`src/rtl/pipe_hazard_unit.sv`:
```
// pipe_hazard_unit
//   Hazard and forwarding controller for an in-order pipeline. A shift-register
//   scoreboard tracks the destination of every instruction between EX (entry 0)
//   and WB (entry STAGES-1). From it the unit derives, for the ID stage:
//   per-operand forwarding selects/data, load-use stalls, multi-cycle (mul/div)
//   stalls and flush bubbles, plus two saturating stall-cycle counters.
//
// Ports
//   clk, rst                 clock (rising edge), asynchronous active-high reset
//   id_valid                 ID holds a real instruction
//   id_rs1/id_rs2            ID source registers, id_rs*_used: source is read
//   id_we/id_rd              ID instruction writes id_rd
//   id_is_load, id_is_mc     ID instruction is a load / multi-cycle op
//   stage_data               current result per entry, slice k = [k*XLEN +: XLEN]
//   mc_done                  multi-cycle result valid on slice 0 this cycle
//   flush                    EX redirect, the ID instruction is discarded
//   stall                    hold PC, IF/ID and ID
//   fwd_sel_a/b              0 = register file, k+1 = entry k
//   fwd_a/b                  forwarded value (0 when select is 0)
//   mc_busy                  multi-cycle op occupies entry 0
//   cnt_ld_stall/cnt_mc_stall saturating stall-cycle counters
module pipe_hazard_unit #(
  parameter int XLEN     = 32,
  parameter int STAGES   = 3,
  parameter int LOAD_LAT = 1,
  parameter int CNTW     = 16,
  localparam int SELW    = $clog2(STAGES + 1)
) (
  input  logic                   clk,
  input  logic                   rst,
  input  logic                   id_valid,
  input  logic [4:0]             id_rs1,
  input  logic [4:0]             id_rs2,
  input  logic                   id_rs1_used,
  input  logic                   id_rs2_used,
  input  logic                   id_we,
  input  logic [4:0]             id_rd,
  input  logic                   id_is_load,
  input  logic                   id_is_mc,
  input  logic [STAGES*XLEN-1:0] stage_data,
  input  logic                   mc_done,
  input  logic                   flush,
  output logic                   stall,
  output logic [SELW-1:0]        fwd_sel_a,
  output logic [SELW-1:0]        fwd_sel_b,
  output logic [XLEN-1:0]        fwd_a,
  output logic [XLEN-1:0]        fwd_b,
  output logic                   mc_busy,
  output logic [CNTW-1:0]        cnt_ld_stall,
  output logic [CNTW-1:0]        cnt_mc_stall
);

  // Scoreboard: one entry per tracked stage
  logic [STAGES-1:0] v_q, v_d;
  logic [STAGES-1:0] we_q, we_d;
  logic [STAGES-1:0] ld_q, ld_d;
  logic [STAGES-1:0] mc_q, mc_d;
  logic [4:0]        rd_q [STAGES];
  logic [4:0]        rd_d [STAGES];

  logic              mc_busy_q, mc_busy_d;
  logic [CNTW-1:0]   cnt_ld_q, cnt_ld_d;
  logic [CNTW-1:0]   cnt_mc_q, cnt_mc_d;

  logic [STAGES-1:0] ready;
  logic [9:0]        src_rs;
  logic [1:0]        src_used;
  logic [2*SELW-1:0] sel_all;
  logic [2*XLEN-1:0] fwd_all;
  logic [1:0]        haz;

  logic hold, flush_eff, hazard, issue;

  assign src_rs   = {id_rs2, id_rs1};
  assign src_used = {id_rs2_used, id_rs1_used};

  // An entry's result is usable once its producer has reached the point where
  // the value exists: loads at LOAD_LAT, mc ops once past EX or in the done cycle.
  for (genvar gi = 0; gi < STAGES; gi++) begin : g_ready
    localparam logic LD_OK = (gi >= LOAD_LAT);
    localparam logic MC_OK = (gi >= 1);
    assign ready[gi] = (~ld_q[gi] & ~mc_q[gi])
                     | (ld_q[gi] & LD_OK)
                     | (mc_q[gi] & (MC_OK | mc_done));
  end

  // Per-operand lookup: the lowest matching entry is the youngest writer.
  for (genvar gi = 0; gi < 2; gi++) begin : g_opnd
    logic [STAGES-1:0] match;
    logic [SELW-1:0]   op_sel;
    logic [XLEN-1:0]   op_fwd;
    logic              hit, hit_rdy;

    always_comb begin
      for (int k = 0; k < STAGES; k++) begin
        match[k] = v_q[k] & we_q[k] & (rd_q[k] == src_rs[gi*5 +: 5])
                 & (src_rs[gi*5 +: 5] != 5'd0) & src_used[gi];
      end
    end

    always_comb begin
      op_sel  = '0;
      op_fwd  = '0;
      hit     = 1'b0;
      hit_rdy = 1'b0;
      // Scan oldest to youngest so the youngest match is the one that sticks.
      for (int k = STAGES - 1; k >= 0; k--) begin
        if (match[k]) begin
          op_sel  = SELW'(k + 1);
          op_fwd  = stage_data[k*XLEN +: XLEN];
          hit     = 1'b1;
          hit_rdy = ready[k];
        end
      end
    end

    assign sel_all[gi*SELW +: SELW] = op_sel;
    assign fwd_all[gi*XLEN +: XLEN] = op_fwd;
    assign haz[gi]                  = hit & ~hit_rdy;
  end

  // While an mc op is held in EX a redirect cannot come from EX, so flush is ignored.
  assign hold      = mc_busy_q & ~mc_done;
  assign flush_eff = flush & ~hold;
  assign hazard    = id_valid & (haz[0] | haz[1]);
  assign stall     = (hazard | hold) & ~flush_eff;
  assign issue     = id_valid & ~stall & ~flush_eff;

  always_comb begin
    v_d  = v_q;
    we_d = we_q;
    ld_d = ld_q;
    mc_d = mc_q;
    rd_d = rd_q;
    // Entry 0 is frozen while the mc op is held; otherwise it takes ID or a bubble.
    if (!hold) begin
      v_d[0]  = issue;
      we_d[0] = id_we;
      rd_d[0] = id_rd;
      ld_d[0] = id_is_load;
      mc_d[0] = id_is_mc;
    end
    // A held entry 0 must not be duplicated downstream, so entry 1 gets a bubble.
    v_d[1]  = v_q[0] & ~hold;
    we_d[1] = we_q[0];
    rd_d[1] = rd_q[0];
    ld_d[1] = ld_q[0];
    mc_d[1] = mc_q[0];
    for (int k = 2; k < STAGES; k++) begin
      v_d[k]  = v_q[k-1];
      we_d[k] = we_q[k-1];
      rd_d[k] = rd_q[k-1];
      ld_d[k] = ld_q[k-1];
      mc_d[k] = mc_q[k-1];
    end
  end

  always_comb begin
    mc_busy_d = hold | (issue & id_is_mc);
    cnt_ld_d  = cnt_ld_q;
    cnt_mc_d  = cnt_mc_q;
    if (stall && !mc_busy_q && (cnt_ld_q != {CNTW{1'b1}})) begin
      cnt_ld_d = cnt_ld_q + CNTW'(1);
    end
    if (hold && (cnt_mc_q != {CNTW{1'b1}})) begin
      cnt_mc_d = cnt_mc_q + CNTW'(1);
    end
  end

  always_ff @(posedge clk or posedge rst) begin
    if (rst) begin
      v_q       <= '0;
      we_q      <= '0;
      ld_q      <= '0;
      mc_q      <= '0;
      for (int k = 0; k < STAGES; k++) begin
        rd_q[k] <= '0;
      end
      mc_busy_q <= 1'b0;
      cnt_ld_q  <= '0;
      cnt_mc_q  <= '0;
    end else begin
      v_q       <= v_d;
      we_q      <= we_d;
      ld_q      <= ld_d;
      mc_q      <= mc_d;
      for (int k = 0; k < STAGES; k++) begin
        rd_q[k] <= rd_d[k];
      end
      mc_busy_q <= mc_busy_d;
      cnt_ld_q  <= cnt_ld_d;
      cnt_mc_q  <= cnt_mc_d;
    end
  end

  assign fwd_sel_a    = sel_all[0 +: SELW];
  assign fwd_sel_b    = sel_all[SELW +: SELW];
  assign fwd_a        = fwd_all[0 +: XLEN];
  assign fwd_b        = fwd_all[XLEN +: XLEN];
  assign mc_busy      = mc_busy_q;
  assign cnt_ld_stall = cnt_ld_q;
  assign cnt_mc_stall = cnt_mc_q;

endmodule

```
`config.mk`:
```
export PLATFORM = sky130hd
export DESIGN_NAME = pipe_hazard_unit
export DESIGN_NICKNAME = d
export VERILOG_FILES = /design/src/rtl/pipe_hazard_unit.sv
export SDC_FILE = /design/constraint.sdc
export NUM_CORES = 1
export LEC_CHECK = 0
export ABC_AREA = 1
export CAP_MARGIN = 20
export CORE_MARGIN = 2
export CORE_UTILIZATION = 25
export CTS_BUF_LIST = sky130_fd_sc_hd__clkbuf_8
export DETAILED_ROUTE_END_ITERATION = 8
export HOLD_SLACK_MARGIN = 0.05
export PLACE_DENSITY = 0.52
export SLEW_MARGIN = 20
export SYNTH_ARGS = -nofsm -noshare
export SYNTH_HDL_FRONTEND = slang
export SYNTH_SLANG_ARGS = --single-unit
```
`constraint.sdc`:
```
create_clock -name clk -period 1.6 [get_ports clk]
set_input_delay 0.32 -clock clk [delete_from_list [all_inputs] [get_ports clk]]
set_output_delay 0.32 -clock clk [all_outputs]
set_load 0.05 [all_outputs]
```
==> flow_metrics.tcl <==
set metrics [dict create \
    place_ws_ps -1070 \
    synth_top_family_by_area "simple AND/OR/NAND/NOR gates" \
    fin_util 0.618 \
    pwr-share-seq 0.362 \
    rsz0062_at_grt "yes" \
    nFillCells 1568 \
    clock.fmax_mhz 409 \
    power.switching_w 0.00170 \
    peakVddDrop_v 0.000591 \
    syn-instance-count 742 \
    cpPeakStageDelay_ps 460 \
    p_comb_frac 0.452 \
    grt-ovfl-total 0 \
    critPathCaptureType "output port" \
    report.final.slew_viol_count 0 \
    final.min_clock_period_ps 2440 \
    syn_area_um2 4800 \
    power.internal_w 0.00293 \
    clkSinkCount 56 \
    cts_tree "yes" \
    grt_max_degree 27 \
    clk_pin_slew_ps 110 \
    max_slew_margin 0.785 \
    netlist.area_leader.share 0.292 \
    seq_area_frac_synth 0.292 \
    violations "negative setup slack" \
    fin_crit_sh 1.53 \
    yosys_warnings 0 \
    clkPwrFrac 0.186 \
    die_height_um 143 \
    async_reset_ff_frac 1.00 \
    multiInputGateArea_um2 4550 \
    place_area_um2 9640 \
    fin_hold_ws_ps 262 \
    postLayoutSetupSlackWorst_ps -844 \
    synth-edff-count 0 \
    finClkSkew_ps 12.8 \
    ff_latch_area_um2 1440 \
    core_area_um2 18800 \
    p_leak_nw 4.66 \
    mostFrequentLayoutCell "nand2_1" \
    setup_viol 90 \
    via_per_inst 4.98 \
    io_pins 223 \
    wl_per_cell_um 19.2 \
    arrival_ps 2120 \
    synthMuxAreaShare 0 \
    final_area_um2 11600 \
    ys_ff_latch 56 \
    antenna_found_initial 2 \
    htreeDepth 2 \
    clk_path_buf_depth 2 \
    synthAdderAreaFrac 0.00521 \
    required_ps 1280 \
    finalHoldViolations 0 \
    synth_xor_area_frac 0.0820 \
    critPathKind "register to output port" \
    slowest_stage "dfrtp_2" \
    avgSynthCellArea_um2 6.48 \
    syn-num-nets 865 \
    start_util 0.256 \
    clock_latency_ps 330 \
    track_usage 0.232 \
    start_kind "register" \
    die-area_um2 20300 \
    cap_violations 0 \
    drc 0 \
    tightest_slew_ps 321 \
    finalPower_w 0.00463 \
    vias 6597 \
    synth_area_leaders "dfrtp_1, nand3_1, a21oi_1" \
    die_width_um 143 \
    synth_area_leader_cell "dfrtp_1" \
    final_nets 1213 \
    cts_root_buffer "clkbuf_8" \
    path_buf_inv 4 \
    place_hpwl_um 17200 \
    final_cell_mix "nand2_1, clkdlybuf4s50_1, buf_12, a21oi_4, nor2_1" \
    status "finished, violations left" \
    totalWireLength_um 25400 \
    grt_pass1_vias 6745 \
    synth-simple-area-share 0.384 \
    area_delta_synth_final_pct 141 \
    gp_congestion 0.941 \
    grt_pass1_wl_um 36900 \
    drive_gt1_frac 0.500 \
    hold_buffers 0 \
    num_rows 50 \
    power_density_nw_per_um2 399 \
    dr.pass1.iters 5 \
    crit_path_cell_trace "or2_0 > a21oi_2 > nand4_4 > clkinv_4 > buf_12 > buf_16 > a21oi_2 > a21oi_4 > buf_12" \
    crit_fanout 6 \
    reg2reg_slack_ps -440 \
    ys_types 35 \
    synth_compound_area_frac 0.133 \
    antenna_left 0 \
    crit_family "buffers and inverters" \
    synthFlopType "dfrtp_1" \
    min_path_type "input port to async pin" \
    drt_iter0_drc 205 \
    swShare 0.367 \
    io_buffer_count 222 \
    cts_buffers 5 \
]
-- final cells by class --
class / instances / area share
diodes: 1 / 0.000216
flip-flops and latches: 56 / 0.124
clock buffers: 5 / 0.00593
clock inverters: 3 / 0.00237
repair buffers: 376 / 0.423
multi-input cells: 571 / 0.392
well taps: 234 / 0.0252
inverters: 80 / 0.0275
-- what timing repair did --
action	in CTS	in global routing
pin swaps	29	48
gates resized for setup	173	149
setup buffers	14	14
cloned	12	10
endpoints found under the setup margin	87	102
-- synthesized netlist by cell type (13+ instances only) --
library cell / number
o21ai_0: 13
nor2_1: 107
inv_1: 73
nand4_1: 18
buf_2: 18
xnor2_1: 26
a21oi_1: 102
nand3_1: 113
nand2_1: 135
xor2_1: 19
dfrtp_1: 56
-- per-layer routing --
metal / wire length (um) / vias up / GRT usage
li1: - / 3147 / -
met1: 10200 / 3108 / 0.286
met2: 12200 / 263 / 0.403
met3: 1650 / 77 / 0.0419
met4: 1320 / 2 / 0.0902
met5: 13 / - / 0
-- power by group through the flow --
stage	combinational [W]	sequential [W]	clock (W)
5_1_grt	0.00221	0.00170	0.000940
2_1_floorplan	0.000460	0.00195	0
6_report	0.00209	0.00167	0.000863
3_5_place_dp	0.00183	0.00170	0
4_1_cts	0.00193	0.00167	0.000891
3_3_place_gp	0.00182	0.00170	0
-- logic make-up (layout without fill, tap and decap cells) --
group,after synthesis,count (layout)
flops,56,56
buf+inv,115,464
compound gates,122,122
xor+xnor,45,45
other cells,0,1
simple gates,402,402
fa+ha+maj,2,2
-- path summary, 6_finish.rpt --
path	end	startpoint	cells past startpoint
setup / recovery	fwd_a[2]	rd_d[3]$_DFF_PP0_	9
hold / removal	rd_q[3]$_DFF_PP0_	rst	2
setup reg to reg	cnt_ld_stall[13]$_DFFE_PP0P_	rd_d[8]$_DFFE_PP0N_	14
hold reg to reg	v_q[2]$_DFF_PP0_	v_q[1]$_DFF_PP0_	0
max in group asynchronous	cnt_ld_stall[2]$_DFFE_PP0P_	rst	3
min in group clk	v_q[2]$_DFF_PP0_	v_q[1]$_DFF_PP0_	0
-- registers in the layout, indices dropped and copies added, names as in the netlist --
signal,flops
rd_q,5
cnt_ld_stall,16
rd_d,10
ld_q,1
we_q,3
cnt_mc_stall,16
mc_busy,1
mc_q,1
v_q,3
-- per-stage QoR --
stage | TNS [ps] | cells
floorplan | -21090 | 742
global placement | -82260 | 1272
detailed placement | -83100 | 1272
CTS | -59180 | 1305
global route | -70350 | 1325
finish | -60690 | 1326
Note: power is estimated with default switching activity, not from simulation.
